**config.mk**
```make
export PLATFORM = sky130hd
export DESIGN_NAME = clock_display_scan
export DESIGN_NICKNAME = d
export VERILOG_FILES = /design/src/rtl/clock_disp_pkg.sv /design/src/rtl/seg7_encode.sv /design/src/rtl/clock_display_scan.sv
export SDC_FILE = /design/constraint.sdc
export NUM_CORES = 1
export LEC_CHECK = 0
export CAP_MARGIN = 20
export CORE_MARGIN = 2
export CORE_UTILIZATION = 50
export CTS_BUF_LIST = sky130_fd_sc_hd__clkbuf_8 sky130_fd_sc_hd__clkbuf_16
export DETAILED_ROUTE_END_ITERATION = 8
export GPL_TIMING_DRIVEN = 0
export PLACE_DENSITY = 0.71
export SYNTH_ARGS = -nofsm -noshare
export SYNTH_HDL_FRONTEND = slang
export SYNTH_SLANG_ARGS = --single-unit
```
**constraint.sdc**
```tcl
create_clock -name clk -period 17.4 [get_ports clk]
set_clock_uncertainty 0.1 [all_clocks]
set_input_delay 3.48 -clock clk [delete_from_list [all_inputs] [get_ports clk]]
set_output_delay 3.48 -clock clk [all_outputs]
set_load 0.03 [all_outputs]
```
**src/rtl/clock_disp_pkg.sv**
```systemverilog
// Shared constants and the binary-to-BCD helper for the HH:MM scanning display.
package clock_disp_pkg;

  localparam logic [6:0] SEG_0     = 7'h40;
  localparam logic [6:0] SEG_1     = 7'h79;
  localparam logic [6:0] SEG_2     = 7'h24;
  localparam logic [6:0] SEG_3     = 7'h30;
  localparam logic [6:0] SEG_4     = 7'h19;
  localparam logic [6:0] SEG_5     = 7'h12;
  localparam logic [6:0] SEG_6     = 7'h02;
  localparam logic [6:0] SEG_7     = 7'h78;
  localparam logic [6:0] SEG_8     = 7'h00;
  localparam logic [6:0] SEG_9     = 7'h10;
  localparam logic [6:0] SEG_DASH  = 7'h3F;
  localparam logic [6:0] SEG_BLANK = 7'h7F;

  localparam logic [3:0] CODE_DASH  = 4'hE;
  localparam logic [3:0] CODE_BLANK = 4'hF;

  localparam logic [1:0] DIG_MIN_ONES = 2'd0;
  localparam logic [1:0] DIG_MIN_TENS = 2'd1;
  localparam logic [1:0] DIG_HR_ONES  = 2'd2;
  localparam logic [1:0] DIG_HR_TENS  = 2'd3;

  localparam logic [4:0] HR_MAX  = 5'd23;
  localparam logic [5:0] MIN_MAX = 6'd59;

  typedef struct packed {
    logic [3:0] tens;
    logic [3:0] ones;
  } bcd2_t;

  // Repeated compare-and-subtract; six steps cover any 6-bit value (max 63).
  function automatic bcd2_t split_bcd(input logic [5:0] v);
    bcd2_t      r;
    logic [5:0] rem;
    r.tens = 4'd0;
    rem    = v;
    for (int i = 0; i < 6; i++) begin
      if (rem >= 6'd10) begin
        rem    = rem - 6'd10;
        r.tens = r.tens + 4'd1;
      end
    end
    r.ones = 4'(rem);
    return r;
  endfunction

endpackage

```
**src/rtl/seg7_encode.sv**
```systemverilog
// Maps a digit code (0-9, E=dash, F=blank) to an active-low gfedcba pattern.
module seg7_encode
  import clock_disp_pkg::*;
(
  input  logic [3:0] code,
  output logic [6:0] seg
);

  always_comb begin
    seg = SEG_BLANK;
    case (code)
      4'd0:      seg = SEG_0;
      4'd1:      seg = SEG_1;
      4'd2:      seg = SEG_2;
      4'd3:      seg = SEG_3;
      4'd4:      seg = SEG_4;
      4'd5:      seg = SEG_5;
      4'd6:      seg = SEG_6;
      4'd7:      seg = SEG_7;
      4'd8:      seg = SEG_8;
      4'd9:      seg = SEG_9;
      CODE_DASH: seg = SEG_DASH;
      default:   seg = SEG_BLANK;
    endcase
  end

endmodule

```
**src/rtl/clock_display_scan.sv**
```systemverilog
// Multiplexed 4-digit HH:MM driver; time is snapshotted once per scan frame so
// a rollover in the counters never shows up as a torn reading.
module clock_display_scan
  import clock_disp_pkg::*;
#(
  parameter int REFRESH_DIV = 100000,
  parameter bit LZB         = 1'b0
) (
  input  logic       clk,
  input  logic       rst,
  input  logic [4:0] hours,
  input  logic [5:0] minutes,
  input  logic       sec_pulse,
  output logic [3:0] an,
  output logic [6:0] seg,
  output logic       dp
);

  localparam int CNT_W = $clog2(REFRESH_DIV);
  localparam logic [CNT_W-1:0] CNT_LAST = CNT_W'(REFRESH_DIV - 1);

  logic [CNT_W-1:0] cnt_q, cnt_d;
  logic [1:0]       idx_q, idx_d;
  logic [4:0]       shadow_h_q, shadow_h_d;
  logic [5:0]       shadow_m_q, shadow_m_d;
  logic             colon_q, colon_d;
  logic [3:0]       an_q, an_d;
  logic [6:0]       seg_q, seg_d;
  logic             dp_q, dp_d;

  logic       tick;
  bcd2_t      hr_bcd, mn_bcd;
  logic       hr_ok, mn_ok;
  logic [3:0] digit_code;
  logic [6:0] seg_enc;

  always_comb begin
    tick       = (cnt_q == CNT_LAST);
    cnt_d      = tick ? '0 : cnt_q + CNT_W'(1);
    idx_d      = tick ? idx_q + 2'd1 : idx_q;
    shadow_h_d = shadow_h_q;
    shadow_m_d = shadow_m_q;
    // Load only at the end of the hours-tens slot, i.e. on the frame boundary.
    if (tick && idx_q == DIG_HR_TENS) begin
      shadow_h_d = hours;
      shadow_m_d = minutes;
    end
    colon_d = colon_q ^ sec_pulse;
  end

  always_comb begin
    hr_bcd     = split_bcd({1'b0, shadow_h_q});
    mn_bcd     = split_bcd(shadow_m_q);
    hr_ok      = (shadow_h_q <= HR_MAX);
    mn_ok      = (shadow_m_q <= MIN_MAX);
    digit_code = CODE_DASH;
    case (idx_q)
      DIG_MIN_ONES: digit_code = mn_ok ? mn_bcd.ones : CODE_DASH;
      DIG_MIN_TENS: digit_code = mn_ok ? mn_bcd.tens : CODE_DASH;
      DIG_HR_ONES:  digit_code = hr_ok ? hr_bcd.ones : CODE_DASH;
      default: begin
        if (!hr_ok)
          digit_code = CODE_DASH;
        else if (LZB && hr_bcd.tens == 4'd0)
          digit_code = CODE_BLANK;
        else
          digit_code = hr_bcd.tens;
      end
    endcase
  end

  seg7_encode u_seg7 (
    .code (digit_code),
    .seg  (seg_enc)
  );

  always_comb begin
    an_d  = ~(4'b0001 << idx_q);
    seg_d = seg_enc;
    dp_d  = ~((idx_q == DIG_HR_ONES) && colon_q);
  end

  always_ff @(posedge clk) begin
    if (rst) begin
      cnt_q      <= '0;
      idx_q      <= 2'd0;
      shadow_h_q <= 5'd0;
      shadow_m_q <= 6'd0;
      colon_q    <= 1'b0;
      an_q       <= 4'b1111;
      seg_q      <= SEG_BLANK;
      dp_q       <= 1'b1;
    end else begin
      cnt_q      <= cnt_d;
      idx_q      <= idx_d;
      shadow_h_q <= shadow_h_d;
      shadow_m_q <= shadow_m_d;
      colon_q    <= colon_d;
      an_q       <= an_d;
      seg_q      <= seg_d;
      dp_q       <= dp_d;
    end
  end

  assign an  = an_q;
  assign seg = seg_q;
  assign dp  = dp_q;

endmodule

```
======== Word level (Yosys, flattened, before mapping) ========
Memories as Yosys holds them, arrays and structs flattened. A register that Yosys moved wholly into a read port is not among the register bits.
Index checks and enable logic that the tools add are counted.
storage, ports and cells
  input bits .............................. 14
  output and inout bits ................... 12
  bits in writable memories ............... 0
  latch bits .............................. 0
  flip-flop bits (word level) ............. 36
  memories kept ........................... 1
  memory bits (read-only) ................. 112
  logic and storage cells ................. 87
memories
  name              depth  width  rd ports  clocked after Yosys merged registers in  write ports  RTL line           RTL
  (name not given)  16     7      1         1                                        0            seg7_encode.sv:11  case (code)
operators by class
  add/subtract/negate cells ............... 24
  divide/modulo/power cells ............... 0
  magnitude comparators ................... 14
  muxes and demuxes ....................... 29
  equal/unequal tests ..................... 4
  bitwise gates (word level) .............. 3
  reductions and logical operators ........ 4
  multiply operators ...................... 0
  shift operators ......................... 1
operators by type and width
  cell                                                                count
  greater-or-equal comparator 6 x 4 -> 1 bit (second input constant)  11
  two-way mux 4 bit                                                   16
  two-way mux 6 bit                                                   10
  subtractor 6 x 4 -> 6 bit (second input constant)                   9
  adder 4 x 1 -> 4 bit (second input constant)                        10
  adder 17 x 1 -> 17 bit (second input constant)                      1
  equality test 17 bit (second input constant)                        1
  case mux 4 bit (3 select lines)                                     1
  subtractor 4 bit (second input constant)                            2
  <= comparator 6 bit (second input constant)                         1
  subtractor 5 x 4 -> 6 bit (second input constant)                   1
  greater-or-equal comparator 5 x 4 -> 1 bit (second input constant)  1
  <= comparator 5 bit (second input constant)                         1
  equality test 2 bit (second input constant)                         2
  NOT 4 bit                                                           1
  << shifter 1 x 2 -> 4 bit (first input constant)                    1
  adder 2 x 1 -> 2 bit (second input constant)                        1
  equality test 2 x 1 -> 1 bit (second input constant)                1
  logical AND 1 bit                                                   2
  logical NOT 2 bit                                                   1
  two-way mux 1 bit                                                   2
  OR reduction 2 bit                                                  1
  NOT 1 bit                                                           1
  bitwise XOR 1 bit                                                   1

======== Longest topological paths before layout ========
Gate-level depths: netlist of the first run.
  depth in word-level cells ............... 14
  gate-level depth with buffers ........... 31
  depth with buffers taken out ............ 29

======== By module ========
From an unflattened synthesis of the first run, not the netlist that was laid out.
second synthesis, totals
  cells, all modules ...................... 649
  area total of the unflattened synthesis .. 4,773.3 µm²
by module, submodules not included
  module              sequential area each (µm²)  area an instance (µm²)  times used  cells an instance
  clock_display_scan  860.8                       4,555.6                 1           616
  seg7_encode         0.0                         217.7                   1           33

======== Least setup slack after synthesis of the first run ========
Ideal clock, no wire load.
  path type ............................... reg-to-reg
  start point ............................. register shadow_h_q[2]
  end point ............................... register seg_q[6] (netlist: seg[6])
  data arrival time ....................... 5.755 ns
  data required time ...................... 17.226 ns
  library setup time ...................... 0.074 ns
  path slack .............................. 11.471 ns
  cell stages (with the launch flop) ...... 31
  period minus slack after synthesis ...... 5.929 ns
  path buffers ............................ 1
  cells stage by stage .................... dfxtp_1 > buf_2 > inv_1 > ha_1 > nor2b_4 > o211ai_1 > nand2_1 > ha_1 > nand2b_1 > o21a_1 > nand2_1 > inv_1 > mux2_4 > o21a_1 > nand2b_1 > o21ai_0 > ha_1 > nand2b_1 > o21ai_0 > a211oi_4 > a21boi_4 > mux2_2 > ha_1 > mux2i_1 > a32oi_2 > nand2_1 > inv_1 > ha_1 > a211o_1 > o2111a_1 > a31oi_1
between the ends
  word-level cells in the longest chain between the ends .. 14
  elaborated cells on any way between the ends .. 33
  those cells by class .................... add/sub: 11; order compare: 7; mux: 15
ends and longest elaborated chain
  item                                                                                     RTL line                                            RTL
  from (decl)                                                                              clock_display_scan.sv:24                            logic [4:0] shadow_h_q, shadow_h_d;
  from (signal assigned)                                                                   clock_display_scan.sv:96                            shadow_h_q <= shadow_h_d;
  subtractor 5 x 4 -> 6 bit or greater-or-equal comparator 5 x 4 -> 1 bit (tied branches)  clock_disp_pkg.sv:41, clock_disp_pkg.sv:40
  two-way mux 6 bit or two-way mux 1 bit (tied branches)                                   clock_disp_pkg.sv:40                                if (rem >= 6'd10) begin
  subtractor 6 x 4 -> 6 bit (tied with other cells)                                        clock_disp_pkg.sv:41                                rem = rem - 6'd10;
  two-way mux 6 bit or two-way mux 4 bit (tied branches)                                   clock_disp_pkg.sv:40
  subtractor 6 x 4 -> 6 bit (tied with other cells)                                        clock_disp_pkg.sv:41
  two-way mux 6 bit or two-way mux 4 bit (tied branches)                                   clock_disp_pkg.sv:40
  subtractor 6 x 4 -> 6 bit (tied with other cells)                                        clock_disp_pkg.sv:41
  two-way mux 6 bit or two-way mux 4 bit (tied branches)                                   clock_disp_pkg.sv:40
  subtractor 6 x 4 -> 6 bit (tied with other cells)                                        clock_disp_pkg.sv:41
  two-way mux 6 bit or two-way mux 4 bit (tied branches)                                   clock_disp_pkg.sv:40
  greater-or-equal comparator 6 x 4 -> 1 bit (tied with other cells)                       clock_disp_pkg.sv:40
  two-way mux 4 bit                                                                        clock_disp_pkg.sv:40
  two-way mux 4 bit, on equally long branches                                              clock_display_scan.sv:62, clock_display_scan.sv:60
  case mux 4 bit (3 select lines) (*)                                                      clock_display_scan.sv:57                            case (idx_q)
  to (decl)                                                                                clock_display_scan.sv:28                            logic [6:0] seg_q, seg_d;
Mark *: on every way between the ends. The rest lies on a longest branch, timed or not.
A chain may end at the register's enable or synchronous reset.

======== Final worst setup path of the first run ========
Same ends and word-level chain as after synthesis.

==> results of run 1 <==
## cell type report
| class | instances | area (um^2) |
|---|---|---|
| clock buffer | 5 | 68.82 |
| inverter | 30 | 112.6 |
| multi-input combinational | 466 | 3312 |
| sequential | 43 | 860.8 |
| clock inverter | 3 | 23.77 |
| tap | 108 | 135.1 |
| buffer | 23 | 98.84 |
| timing repair buffer | 24 | 240.2 |
| fill | 808 | 3741 |
## state kept, by name, summed over array words and instances (netlist names)
register and count:
seg 7, idx_q 2, shadow_m_q 6, shadow_h_q 5, cnt_q 17, colon_q 1
dp 1, an 4
## metal layers
| layer | vias up | global-route usage | part of all wire |
|---|---|---|---|
| met5 | - | 0 | 0 |
| met4 | 0 | 0.06517 | 0.020 |
| met3 | 20 | 0.02446 | 0.034 |
| met2 | 105 | 0.3973 | 0.49 |
| met1 | 1998 | 0.2788 | 0.46 |
| li1 | 2158 | - | - |
## synthesized netlist by cell type (5+ instances only)
cell type  instances
a211o_1            6
a211oi_1           7
a21boi_0           8
a21o_1             9
a21oi_1           16
a31oi_1            8
and3_1             8
clkbuf_1          15
dfxtp_1           43
ha_1              31
inv_1             30
mux2i_1           17
nand2_1           39
nand2b_1           7
nand3_1           15
nor2_1            62
nor2b_1            8
nor3_1            17
o211ai_1           8
o21a_1             7
o21ai_0           29
o21ai_1            8
o31ai_1           11
or2_2              5
or3_1             10
xnor2_1           20
xor2_1            11
## per-stage QoR
step,setup slack (ps),instances,hold WS (ps),total power [W]
floorplan,11470,562,295.8,0.0001081
global placement,10740,694,310.8,0.0001136
detailed placement,10590,694,312.7,0.0001139
CTS,10560,702,325.7,0.0001820
global route,10030,702,354.8,0.0001872
finish,10580,702,326.2,0.0001799
## power by group through the flow
stage / sequential (W) / clock (W) / combinational (W)
final: 0.000101 / 0.0000685 / 0.0000105
after global routing: 0.000101 / 0.0000747 / 0.0000113
after CTS: 0.000101 / 0.0000704 / 0.0000106
after detailed placement: 0.000103 / 0 / 0.0000106
after global placement: 0.000103 / 0 / 0.0000104
after floorplan: 0.000105 / 0 / 0.00000323
## cell families after synthesis
family | Yosys count | share of synthesized area
buffers and inverters | 53 | 0.04823
multiplexers | 23 | 0.05679
AND/OR/NAND/NOR | 200 | 0.2314
XOR/XNOR | 31 | 0.06193
AO/OA/AOI/OAI | 181 | 0.3168
flip-flops | 43 | 0.1963
adder cells (fa/ha/maj) | 31 | 0.08847
## path summary, 6_finish.rpt
kind / slack [ps] / endpoint / startpoint
worst max register to register: 10580 / seg[6] / shadow_h_q[2]
worst max-delay path: 10580 / seg[6] / shadow_h_q[2]
worst min register to register: 330 / dp / colon_q
worst min-delay path: 330 / dp / colon_q
==> results.md, run 1 <==
* Status: complete, no violations
* Ys async rst share at 0
* Total CTS buffers at 5
* Detail Route Antenna Nets at 0
* Via Count at roughly 4.3k
* Worst path top cell family by delay: compound AO/OA/AOI/OAI gates
* Die area at ~9500 um^2
* Setup TNS at 0 ps
* Worst vdd ir at between 0.00005 and 0.00006 V
* Max Clk Rate at 146.5 MHz
* GR Overflow Total at 0
* WL final at 10,500 um
* Max incr delay on CP at around 420 ps
* Placed Instance Area at around 4800 um^2
* Critical Path RT at 17,540 ps
* Slew headroom at 0.4524
* Critical Path Stages at 30
* Ports at 26
* Layout cell share with drive strength beyond 1 at 0.08081
* Area delta synth->final at 10.67%
* CTS root buffer: clkbuf_8
* Gate count of the mapped netlist at 562
* Die Ht at slightly below 100 um
* Sw Ratio at 0.2550
* Initial antenna violation count at 0
* Most frequent cells in the layout: 62 x nor2_1, 43 x dfxtp_1, 39 x nand2_1, 31 x ha_1, 30 x inv_1
* Seq/Total Area, Yosys at 0.1963
* Core area at between 8000 and 9000 um^2
* Clock share of power at 0.381
* Yosys warns at 0
* Worst-margin pin slew at between 800 and 900 ps
* Seq pwr share at 0.561
* Most common library cell in the layout ignoring fill and taps: nor2_1
* Final Hold Fails at 0
* Synth top area share at 0.1963
* Width of the die at between 90 and 100 um
* Gr usage total at 0.2216
* # port buffers at 24
* Final Max Slew Viols at 0
* Gate power share at 0.058
* Top FF cell, synth: dfxtp_1
* Clock slew at reported path FFs at around 100 ps
* Synth unique cells at between 80 and 90
* Post-synth top area cell: dfxtp_1
* Tmin final at between 6000 and 7000 ps
* Final core utilization at 0.5646
* Crit end category: flip-flop
* Worst-skew pair later-pin latency at 310 ps
* Htree depth at 2
* First-pass DRT Iterations at 7
* PD cells at between 30 and 40 nW/um^2
* Synth Net Count at ~610
* Arr. time, crit path at a little under 7000 ps
* Buf/Inv on CP at 4
* WS Path Type: flip-flop to flip-flop
* Sw Pwr at approximately 0.000046 W
* CTS sink count at between 40 and 50
* Hold Path Stages at 1
* RSZ-0062 raised after global routing: no
* GP Congestion at between 0.9 and 1
* Largest net degree at the start of global routing at 16
* Cell Int Power at between 0.0001 and 0.00015 W
* Max-cap check violation count at 0
* Number of synthesized flops with an enable pin at 0
* Vias in the first global route at slightly above 4k
* Drt via density at roughly 6.1
* Tcrit/Tclk final at 0.3922
* Cell area after layout at 4852 um^2
* Bufs on Longest Clock Path at 2
* Slowest CP cell: dfxtp_1
* Most frequent CP cell: ha_1
* Synth Register Bits at 43
* CP max FO at 10
* Placed wire-length estimate at 8144 um
* Synth area leaders: dfxtp_1 20%, ha_1 8.8%, nor2_1 5.3%
* DRC at 0
* Min-delay worst type: flip-flop to flip-flop
* First-pass GRT wire length at 18,100 um
* Syn avg cell area at ~8 um^2
* TritonCTS clock tree: done
* Endpoints failing setup at 0
* Post-CTS resize count at 0
* # rows at 34
* Post-CTS Hold Fix Bufs at 0
* Pleak at 1.931 nW
* Initial DRC Count at approximately 190
* N_diodes at 0
* Mapped cell area at around 4400 um^2
* R2R depth at 30
* Post-CTS setup buffers at 0
* Startpoint Class: flip-flop
* Starting Density at 0.5102
* Nets@finish at 638
* Drt wl/cell at 14.95 um
(Power assumes the default switching activity.)
==> run 2, diff against run 1 <==
==> constraint.sdc (replaced) <==
create_clock -name clk -period 7.05 [get_ports clk]
set_clock_uncertainty 0.1 [all_clocks]
set_input_delay 1.41 -clock clk [delete_from_list [all_inputs] [get_ports clk]]
set_output_delay 1.41 -clock clk [all_outputs]
set_load 0.03 [all_outputs]
==> run 2 against run 1 <==
Non-clock buffer count grew 4. Wire length grew 0.66%. Register-to-register slack lost 10000 ps. Total power grew 150%. Sequential power grew 150%. Critical endpoint unchanged. Core utilization grew 0.51 points. Clock-buffer cell count is the same. Highest routed layer unchanged. Final cell count grew 0.57%. Via count grew 0.23%. Worst hold slack gained 1.6 ps. Largest cell class unchanged.
==> results.md, run 2 (synthesis results as in run 1) <==
* Hold Path Sink: dp
* Worst-skew pair later-pin latency at roughly 310 ps
* Post-CTS Hold Fix Bufs at 0
* Placed Instance Area at 4760 um^2
* Max-cap check violation count at 0
* Ports at 26
* Placed wire-length estimate at 8144 um
* RSZ-0062 raised after global routing: yes
* Initial DRC Count at 196
* Startpoint Class: flip-flop
* Final Max Slew Viols at 0
* Nets@finish at approximately 640
* Tcrit/Tclk final at 0.9410
* R2R Path End: seg[6]
* Crit end category: flip-flop
* Worst r2r src: shadow_h_q[2]
* WS Path Type: flip-flop to flip-flop
* Max reg flops at 17
* Worst path top cell family by delay: compound AO/OA/AOI/OAI gates
* Cell area after layout at approximately 4900 um^2
* Area delta synth->final at 11.67%
* Tmin final at about 6600 ps
* Die area at about 9500 um^2
* CTS sink count at 43
* Endpoints failing setup at 0
* # port buffers at 24
* Worst vdd ir at between 0.0001 and 0.00015 V
* First-pass GRT wire length at 18,100 um
* Final non-filler cell total at about 710
* Drt via density at 6.078
* DRC at 0
* Core area at about 8600 um^2
* Gr usage total at 0.2216
* Width of the die at 97.64 um
* FF-to-FF setup slack at 420 ps
* Die Ht at 97.64 um
* CTS root buffer: clkbuf_8
* Buf/Inv on CP at 4
* Pleak at between 1.5 and 2 nW
* Starting Density at 0.5102
* Most frequent CP cell: ha_1
* Worst-margin pin slew at roughly 820 ps
* Htree depth at 2
* Initial antenna violation count at 0
* First-pass DRT Iterations at 5
* PD cells at 90.68 nW/um^2
* Total CTS buffers at 5
* Hold Path Stages at 1
* CP max FO at 10
* Largest net degree at the start of global routing at 16
* WL final at between 10,000 and 15,000 um
* R2R depth at 30
* N_diodes at 0
* Slowest CP cell: dfxtp_1
* Arr. time, crit path at 6770 ps
* Design Power at roughly 0.00044 W
* Most frequent cells in the layout: 62 x nor2_1, 43 x dfxtp_1, 37 x nand2_1, 31 x ha_1
* Min-delay worst type: flip-flop to flip-flop
* Most common library cell in the layout ignoring fill and taps: nor2_1
* Hold_ws at ~330 ps
* Drt wl/cell at 14.97 um
* Clock slew at reported path FFs at about 100 ps
* Status: complete, no violations
* # rows at 34
* Final Hold Fails at 0
* GP Congestion at 0.9309
* Max Clk Rate at about 150 MHz
* Via Count at 4,291
* TritonCTS clock tree: done
* Hold Startpoint: colon_q
* Critical Path RT at 7190 ps
* Cells after DPL at ~700
* Slew headroom at 0.4555
* GR Overflow Total at 0
* Max incr delay on CP at roughly 430 ps
* Bufs on Longest Clock Path at 2
* Biggest register: cnt_q
* Detail Route Antenna Nets at 0
* Layout cell share with drive strength beyond 1 at 0.09365
* Vias in the first global route at 4,090
==> run 2: changes by cell type in the layout (fill, tap and decap cells not counted) <==
cell | before | now
a221oi_2 | 0 | 1
clkbuf_4 | 0 | 1
buf_4 | 0 | 4
inv_1 | 30 | 29
nand2_2 | 0 | 2
a221oi_1 | 4 | 3
inv_2 | 0 | 1
nand2_1 | 39 | 37
buf_2 | 4 | 3
==> run 2: how the worst max path moves through the flow <==
stage	start	endpoint	slack, ps	cells past startpoint
CTS	shadow_h_q[2]	seg[6]	210	30
global route	shadow_h_q[2]	seg[6]	-90	30
finish	shadow_h_q[2]	seg[6]	420	30
floorplan	shadow_h_q[2]	seg[6]	1120	30
global placement	shadow_h_q[2]	seg[6]	390	30
detailed placement	shadow_h_q[2]	seg[6]	240	30
==> run 2: area by class of cell <==
cell class,instances,area [um^2]
Inverter,30,112.6
Timing Repair Buffer,28,270.3
Clock inverter,3,23.77
Fill cell,807,3697
Buffer,23,101.3
Tap cell,108,135.1
Multi-Input combinational cell,466,3323
Sequential cell,43,860.8
Clock buffer,5,68.82
==> run 2: what timing repair did <==
action / 4_1_cts / 5_1_grt
endpoints found under the setup margin: 0 / 7
gates resized for setup: 0 / 5
setup buffers: 0 / 4
==> run 2: metal layers <==
metal,GRT usage,wire [um]
met1,0.2788,4815
met4,0.06517,221
met5,0,0
met2,0.3973,5149
met3,0.02446,381
==> run 2: report_power, final <==
group          switching (W)   total, W  internal, W
Clock              0.0000980   0.000169    0.0000710
Sequential        0.00000217   0.000249     0.000247
Combinational      0.0000130  0.0000259    0.0000128
==> run 2: metrics by stage <==
step,setup slack [ps],utilization,setup TNS [ps]
after global placement,392.3,0.5539,0
after floorplan,1121,-,0
after global routing,-93.01,0.5697,-93.01
final,415.7,0.5697,0
after CTS,213.2,0.5646,0
after detailed placement,237.4,0.5539,0
